**src/rtl/pipe_hazard_ctrl.sv**
```systemverilog
// Y86-64 issue/stall controller: 3-deep destination scoreboard (E/M/W),
// RAW hazard detection and ret-wait / mispredict / halt sequencing.
module pipe_hazard_ctrl #(
    parameter int FWD          = 1,
    parameter int RET_WAIT_CYC = 3
) (
    input  logic        clk,
    input  logic        reset,
    input  logic        D_valid,
    input  logic [3:0]  D_icode,
    input  logic [3:0]  d_srcA,
    input  logic [3:0]  d_srcB,
    input  logic [3:0]  d_dstE,
    input  logic [3:0]  d_dstM,
    input  logic        e_mispredict,
    output logic        F_stall,
    output logic        D_stall,
    output logic        D_bubble,
    output logic        E_bubble,
    output logic        issue,
    output logic [15:0] sb_pending,
    output logic        halted
);

    localparam logic [3:0] RNONE   = 4'hF;
    localparam logic [3:0] IC_HALT = 4'h0;
    localparam logic [3:0] IC_RET  = 4'h9;
    localparam logic [2:0] RET_CNT_INIT = 3'(RET_WAIT_CYC);

    typedef enum logic [1:0] {
        RUN      = 2'd0,
        RET_WAIT = 2'd1,
        HALTED   = 2'd2
    } mode_t;

    mode_t       r_mode;
    mode_t       w_mode_nxt;
    logic [2:0]  r_ret_cnt;
    logic [2:0]  w_ret_cnt_nxt;

    logic [3:0]  r_se_e, r_se_m, r_sm_e, r_sm_m, r_sw_e, r_sw_m;

    logic        w_hit_a;
    logic        w_hit_b;
    logic        w_hz;
    logic [15:0] w_pend;

    // With forwarding only a load still in E (its dstM) cannot be bypassed.
    function automatic logic f_hit(
        input logic [3:0] r,
        input logic [3:0] se_e, input logic [3:0] se_m,
        input logic [3:0] sm_e, input logic [3:0] sm_m,
        input logic [3:0] sw_e, input logic [3:0] sw_m
    );
        logic h;
        if (r == RNONE) begin
            h = 1'b0;
        end else if (FWD != 0) begin
            h = (r == se_m);
        end else begin
            h = (r == se_e) || (r == se_m) || (r == sm_e) ||
                (r == sm_m) || (r == sw_e) || (r == sw_m);
        end
        return h;
    endfunction

    always_comb begin
        w_hit_a = f_hit(d_srcA, r_se_e, r_se_m, r_sm_e, r_sm_m, r_sw_e, r_sw_m);
        w_hit_b = f_hit(d_srcB, r_se_e, r_se_m, r_sm_e, r_sm_m, r_sw_e, r_sw_m);
        w_hz    = D_valid && (w_hit_a || w_hit_b);
    end

    always_comb begin
        logic [3:0] w_fields [6];
        w_fields[0] = r_se_e;
        w_fields[1] = r_se_m;
        w_fields[2] = r_sm_e;
        w_fields[3] = r_sm_m;
        w_fields[4] = r_sw_e;
        w_fields[5] = r_sw_m;
        w_pend = '0;
        for (int unsigned i = 0; i < 6; i++) begin
            if (w_fields[i] != RNONE) begin
                w_pend[w_fields[i]] = 1'b1;
            end
        end
    end

    always_comb begin
        F_stall       = 1'b0;
        D_stall       = 1'b0;
        D_bubble      = 1'b0;
        E_bubble      = 1'b0;
        issue         = 1'b0;
        sb_pending    = w_pend;
        halted        = (r_mode == HALTED);
        w_mode_nxt    = r_mode;
        w_ret_cnt_nxt = r_ret_cnt;

        if (reset) begin
            D_bubble   = 1'b1;
            E_bubble   = 1'b1;
            sb_pending = '0;
            halted     = 1'b0;
        end else if (r_mode == HALTED) begin
            F_stall  = 1'b1;
            D_bubble = 1'b1;
            E_bubble = 1'b1;
        end else if (e_mispredict) begin
            D_bubble      = 1'b1;
            E_bubble      = 1'b1;
            w_mode_nxt    = RUN;
            w_ret_cnt_nxt = '0;
        end else if (r_mode == RET_WAIT) begin
            F_stall  = 1'b1;
            D_bubble = 1'b1;
            if (r_ret_cnt <= 3'd1) begin
                w_mode_nxt    = RUN;
                w_ret_cnt_nxt = '0;
            end else begin
                w_ret_cnt_nxt = r_ret_cnt - 3'd1;
            end
        end else if (w_hz) begin
            F_stall  = 1'b1;
            D_stall  = 1'b1;
            E_bubble = 1'b1;
        end else begin
            issue = D_valid;
            if (D_valid && D_icode == IC_RET) begin
                w_mode_nxt    = RET_WAIT;
                w_ret_cnt_nxt = RET_CNT_INIT;
            end else if (D_valid && D_icode == IC_HALT) begin
                w_mode_nxt = HALTED;
            end
        end
    end

    always_ff @(posedge clk) begin
        if (reset) begin
            r_mode    <= RUN;
            r_ret_cnt <= '0;
        end else begin
            r_mode    <= w_mode_nxt;
            r_ret_cnt <= w_ret_cnt_nxt;
        end
    end

    // Scoreboard shifts every cycle, so stalls age hazards out on their own.
    always_ff @(posedge clk) begin
        if (reset) begin
            r_se_e <= RNONE;
            r_se_m <= RNONE;
            r_sm_e <= RNONE;
            r_sm_m <= RNONE;
            r_sw_e <= RNONE;
            r_sw_m <= RNONE;
        end else begin
            r_sw_e <= r_sm_e;
            r_sw_m <= r_sm_m;
            r_sm_e <= r_se_e;
            r_sm_m <= r_se_m;
            r_se_e <= issue ? d_dstE : RNONE;
            r_se_m <= issue ? d_dstM : RNONE;
        end
    end

endmodule
```
**config.mk**
```make
export PLATFORM = sky130hd
export DESIGN_NAME = pipe_hazard_ctrl
export DESIGN_NICKNAME = d
export VERILOG_FILES = /design/src/rtl/pipe_hazard_ctrl.sv
export SDC_FILE = /design/constraint.sdc
export NUM_CORES = 1
export LEC_CHECK = 0
export CAP_MARGIN = 20
export CORE_MARGIN = 2
export CORE_UTILIZATION = 37
export DETAILED_ROUTE_END_ITERATION = 7
export GPL_TIMING_DRIVEN = 0
export PLACE_DENSITY_LB_ADDON = 0.08
export SYNTH_ARGS = -nofsm -noshare
export SYNTH_HDL_FRONTEND = slang
export SYNTH_SLANG_ARGS = --single-unit
export TNS_END_PERCENT = 20
```
**constraint.sdc**
```tcl
create_clock -name clk -period 2.8 [get_ports clk]
set_clock_uncertainty 0.2 [all_clocks]
set_input_delay 0.42 -clock clk [delete_from_list [all_inputs] [get_ports clk]]
set_output_delay 0.42 -clock clk [all_outputs]
set_load 0.02 [all_outputs]
```
==> key figures, run 1 <==
Status
  – Status: finished, final reports clean

Yosys
  – Synth Net Count: 299
  – Most common library cells after synthesis: 33 x nor2_1, 29 x dfxtp_1, 21 x a31oi_1, 18 x or2_2, 17 x nor2b_1
  – Synth Register Bits: 29
  – EDFF count, synth: 0
  – Synth top area cells: dfxtp_1 28%, a31oi_1 6.3%, nor2_1 6.0%, a22oi_1 5.8%, or2_2 5.4%
  – Most frequent cell after synthesis: nor2_1
  – Ys flop type: dfxtp_1
  – Ys Warns: 0
  – Post-synthesis sequential area ratio: 27.93%
  – Netlist cell types: 47
  – Area leader, netlist: dfxtp_1
  – Asr flop ratio synth: 0%
  – Cell count after synthesis: 273
  – Syn_area_per_cell: 7.613 µm²
  – Top-area cell type share of the netlist area: 27.93%
  – Mapped cell area: 2078 µm²

Setup path
  – Crit. End Element: output port
  – Crit Path Class: reg -> out
  – WP data arrival: 2.13 ns
  – Crit path required time: 2.18 ns
  – CP startpoint kind: register
  – R2r worst-path depth: 7
  – Maximum fanout along the worst path: 10

Power
  – Leak pwr: 1.165 nW
  – Max VDD drop: 0.2123 mV
  – Pwr dens: 337.9 nW/µm²
  – Final Power: 927.5 µW

Placement
  – Port buffer count: 44
  – Final HPWL DP: 4.724 mm
  – Place WS: -0.3249 ns
  – Placer Congestion: 0.9355

Clocking
  – CTS tree: yes
  – H-Tree Level Count: 2
  – Clock-pin slew on the worst setup and hold paths: 0.06 ns
  – Worst-Skew Late Latency: 0.29 ns
  – Sinks on the clock net: 29
  – Number of CTS-inserted buffers: 5
  – Hold-fix buffer count after cts: 0
  – CTS Root Cell: clkbuf_8
  – Max clock buf depth: 2

STA
  – Setup-failing EPs final: 0
  – Max Fclk: 0.3642 GHz
  – Hold Vio Cnt, Final: 0
  – Setup TNS: 0 ns
  – Final Cycle Share: 98.06%
  – Final Hold Slack: 0.3029 ns
  – Period minus WS final: 2.746 ns
  – Fin worst setup slack: 0.05419 ns
  – Max Slew Vio Count: 0
  – RSZ-0062 raised after global routing: no

Detailed routing
  – DRC viols: 0
  – WL/cell: 15.96 µm
  – Vias/cell: 5.821
  – Initial DRC Count: 264
  – First-pass DRT Iterations: 6
  – Drt total wl: 6.320 mm
  – Vias: 2305
  – Detail Route Antenna Nets: 0

Cells and area
  – Area grow syn2layout: 32.09%
  – N_diodes: 0
  – NumNets Final: 349
  – Share of cells above drive strength 1: 18.83%
  – Post-Route Utilization: 50.16%
  – Fillers: 583

Global routing
  – Antenna violations before repair: 0
  – Global-route wire length before repair: 10.15 mm
  – Gr usage total: 20.87%
  – Largest net degree at the start of global routing: 11
  – Vias in the first global route: 2112
  – Global route overflow: 0

Floorplanning
  – Boundary Pins: 46
  – FP Rows: 27
  – Die Width: 78.95 µm
  – Initial Util: 37.97%
  – Height of the die: 78.95 µm
  – Die area: 6232 µm²
  – Core area: 5473 µm²

Min path
  – Hold Crit Depth: 1
  – Hold WC Path Type: reg -> reg

Run
  – Max-capacitance violation count: 0
-- power by group --
| part | total, mW | switching, mW | leakage, nW | internal (mW) |
|---|---|---|---|---|
| combinational | 0.156 | 0.0765 | 0.885 | 0.0797 |
| clock | 0.340 | 0.168 | 0.0450 | 0.172 |
| sequential | 0.431 | 0.0106 | 0.235 | 0.421 |
| total | 0.927 | 0.255 | 1.17 | 0.672 |
-- placed cells by master (no fill, tap or decap), types with 5 or more instances in the layout --
cell / netlist / routed
nand2b_1: 9 / 9
nor2_1: 33 / 32
a31oi_1: 21 / 21
o22ai_1: 7 / 7
clkbuf_8: 0 / 5
dlymetal6s2s_1: 0 / 13
dfxtp_1: 29 / 28
clkbuf_2: 0 / 6
nand2b_2: 8 / 8
clkdlybuf4s50_1: 0 / 27
nor3_1: 9 / 9
a21oi_1: 8 / 8
nand3_1: 12 / 12
inv_1: 6 / 6
nor2b_1: 17 / 15
a22oi_1: 16 / 16
nand2_1: 14 / 14
xor2_1: 8 / 8
or2_2: 18 / 18
-- flip-flops by register name (all words and copies together), names as in the netlist --
| name | flops |
|---|---|
| r_mode | 2 |
| r_sw_m | 4 |
| r_ret_cnt | 3 |
| r_se_m | 4 |
| r_sm_m | 4 |
| r_sw_e | 4 |
| r_sm_e | 4 |
| r_se_e | 4 |
-- metrics by stage --
step,cells,area [µm²]
global placement,389,2609
CTS,396,2706
floorplan,273,2078
finish,396,2745
detailed placement,389,2609
global route,396,2745
-- layout make-up --
cell class | instances | area (µm²) | area share [%]
flip-flops and latches | 29 | 581.8 | 21.19
clock inverters | 2 | 10.01 | 0.3646
well taps | 72 | 90.09 | 3.282
clock buffers | 6 | 72.57 | 2.644
inverters | 6 | 22.52 | 0.8204
repair buffers | 45 | 474.2 | 17.27
multi-input cells | 221 | 1400 | 51.00
plain buffers | 15 | 93.84 | 3.418
-- timing repair --
action / 4_1_cts / 5_1_grt
pin swaps: 0 / 3
endpoints found under the setup margin: 19 / 17
gates resized for setup: 17 / 19
hold endpoints to repair: 0 / 0
setup buffers: 0 / 1
-- routing by layer --
layer  wire length [µm]  vias to the layer above  global-route usage, %
li1                   -                     1090                      -
met1               2907                     1062                  29.27
met2               2737                      132                  30.85
met3                521                       21                  4.659
met4                154                        0                  8.621
met5                  0                        -                      0
-- critical path, cell delays in order, from the launching register on --
cell and delay (ns):
dfxtp_1 0.30, clkbuf_2 0.23, nor2b_1 0.33, a31oi_1 0.13
a41oi_1 0.21, clkdlybuf4s50_1 0.63
-- final timing paths --
check	to	start	slack [ns]
max	sb_pending[14]	r_se_e[1]	0.05
min	r_ret_cnt[2]	r_ret_cnt[2]	0.30
max reg2reg	r_ret_cnt[1]	r_se_m[0]	0.98
min reg2reg	r_ret_cnt[2]	r_ret_cnt[2]	0.30
-- cell families (layout without fill, tap and decap cells) --
kind of cell / count (synthesis) / count (layout) / share of synthesized area, %
other: 1 / 1 / 0.1804
AO/OA/AOI/OAI: 75 / 75 / 26.13
buffers and inverters: 23 / 74 / 5.418
flip-flops: 29 / 29 / 27.94
adder cells (fa/ha/maj): 3 / 3 / 1.746
AND/OR/NAND/NOR: 133 / 133 / 34.80
XOR/XNOR: 9 / 9 / 3.793
Power figures use the tool's default switching activity.
==> run 2, diff against run 1 <==
--- a/config.mk
+++ b/config.mk
@@ -6,8 +6,10 @@
 export NUM_CORES = 1
 export LEC_CHECK = 0
 export CAP_MARGIN = 20
+export CELL_PAD_IN_SITES_DETAIL_PLACEMENT = 1
+export CELL_PAD_IN_SITES_GLOBAL_PLACEMENT = 2
 export CORE_MARGIN = 2
-export CORE_UTILIZATION = 37
+export CORE_UTILIZATION = 31
 export DETAILED_ROUTE_END_ITERATION = 7
 export GPL_TIMING_DRIVEN = 0
 export PLACE_DENSITY_LB_ADDON = 0.08
==> key figures, run 2 (synthesized netlist as in run 1, its figures left out) <==
Status
  – Status: finished, final reports clean

Placement
  – Post-placement cell count: 394 (+1.3%)
  – Placer Congestion: 0.9051 (-3.2%)
  – Port buffer count: 44 (unchanged)
  – Placed Area: 2615 µm² (+0.24%)
  – Final HPWL DP: 5.546 mm (+17%)

Clocking
  – CTS tree: yes
  – CTS Root Cell: clkbuf_8
  – Hold-fix buffer count after cts: 0 (unchanged)
  – Number of CTS-inserted buffers: 5 (unchanged)
  – Max clock buf depth: 2 (unchanged)
  – Sinks on the clock net: 29 (unchanged)
  – Worst-Skew Late Latency: 0.28 ns (about the same)
  – H-Tree Level Count: 2 (unchanged)
  – Clock-pin slew on the worst setup and hold paths: 0.06 ns (about the same)

STA
  – Final Cycle Share: 98.92% (+0.86 points)
  – Final Hold Slack: 0.3154 ns (+0.01243 ns)
  – RSZ-0062 raised after global routing: yes
  – Setup-failing EPs final: 0 (unchanged)
  – Max Fclk: 0.3610 GHz (-0.86%)
  – Max Slew Vio Count: 0 (unchanged)
  – Setup TNS: 0 ns (unchanged)
  – Period minus WS final: 2.770 ns (+0.02395 ns)
  – Hold Vio Cnt, Final: 0 (unchanged)

Cells and area
  – Area of the multi-input gates: 1419 µm² (+1.3%)
  – Final Cell Area: 2770 µm² (+0.91%)
  – Fillers: 791 (+36%)
  – Share of cells above drive strength 1: 19.25% (+0.43 points)
  – NumNets Final: 348 (-0.29%)
  – N_diodes: 0 (unchanged)
  – Area grow syn2layout: 33.29%
  – Most frequent cells in the layout: 31 x nor2_1, 27 x dfxtp_1, 26 x clkdlybuf4s50_1
  – Commonest non-fill, non-tap cell in the layout: nor2_1
  – Non-Filler Instances: 399 (+0.76%)
  – Sequential cell area: 583.1 µm² (+0.22%)
  – Post-Route Utilization: 43.13% (-7.0 points)

Detailed routing
  – Detail Route Antenna Nets: 0 (unchanged)
  – Initial DRC Count: 164 (-38%)
  – Drt total wl: 7.057 mm (+12%)
  – First-pass DRT Iterations: 4 (-2)
  – Vias: 2202 (-4.5%)
  – WL/cell: 17.69 µm (+11%)
  – DRC viols: 0 (unchanged)
  – Vias/cell: 5.519 (-5.2%)

Global routing
  – Global-route wire length before repair: 11.82 mm (+16%)
  – Global route overflow: 0 (unchanged)
  – Antenna violations before repair: 0 (unchanged)
  – Gr usage total: 20.28% (-0.59 points)
  – Vias in the first global route: 2216 (+4.9%)
  – Largest net degree at the start of global routing: 11 (unchanged)

Setup path
  – WP data arrival: 2.15 ns (+0.02 ns)
  – CP startpoint kind: primary input
  – Crit Path Class: in -> out
  – Maximum fanout along the worst path: 4 (-6)
  – Crit. End Element: output port
  – Crit path required time: 2.18 ns (about the same)

Floorplanning
  – Die Width: 85.88 µm (+8.8%)
  – FP Rows: 29 (+7.4%)
  – Initial Util: 32.36% (-5.6 points)
  – Core area: 6422 µm² (+17%)
  – Height of the die: 85.88 µm (+8.8%)
  – Die area: 7375 µm² (+18%)
  – Boundary Pins: 46 (unchanged)

Power
  – Pwr dens: 340.9 nW/µm² (+0.89%)
  – Max VDD drop: 0.2120 mV (-0.14%)
  – Leak pwr: 1.153 nW (-1.1%)

Run
  – Max-capacitance violation count: 0 (unchanged)

Min path
  – Hold WC Path Type: reg -> reg
==> run 2: metal layers <==
metal	GRT usage, %	wire length (µm)	vias to the layer above	share of wire [%]
met4	3.896	47	0	0.67
met2	30.66	3208	56	45
li1	-	-	1085	-
met1	30.39	3548	1055	50
met3	3.176	253	6	3.6
met5	0	0	-	0
==> run 2: final cells by class <==
type                       instances  area share (%)
buffer                            14           3.207
inverter                           6          0.8130
sequential                        29           21.05
tap                               77           3.478
clock buffer                       7           3.117
timing repair buffer              45           17.12
multi-input combinational        221           51.22
==> run 2: power breakdown <==
part           switching, mW  internal [mW]  total [mW]
clock                  0.157          0.195       0.352
sequential            0.0115          0.421       0.432
combinational         0.0797         0.0806       0.160
total                  0.248          0.696       0.944
==> run 2: timing repair <==
item | CTS | global route
buffers inserted | 0 | 1
endpoints found under the setup margin | 19 | 15
pin swaps | 0 | 2
resized for setup | 21 | 18
==> run 2: path summary, 6_finish.rpt <==
kind / start / end / slack, ns / cells after the start
min: r_ret_cnt[2] / r_ret_cnt[2] / 0.32 / 1
max reg2reg: r_se_m[3] / r_ret_cnt[1] / 0.97 / 7
max: d_srcA[0] / E_bubble / 0.03 / 7
min reg2reg: r_ret_cnt[2] / r_ret_cnt[2] / 0.32 / 1
==> run 2: worst max-delay path, cell delays in order <==
cell	delay, ns
clkdlybuf4s50_1	0.41
xor2_1	0.16
a311oi_2	0.32
a32oi_2	0.15
maj3_2	0.33
nand2_1	0.06
clkdlybuf4s15_1	0.29
==> run 2: stage by stage <==
step	worst slack (ns)	power, mW
6_report	0.03025	0.9443
4_1_cts	-0.04952	0.9562
5_1_grt	-0.09217	0.9908
2_1_floorplan	0.6899	0.5258
3_5_place_dp	-0.3800	0.5992
3_3_place_gp	-0.3741	0.5973
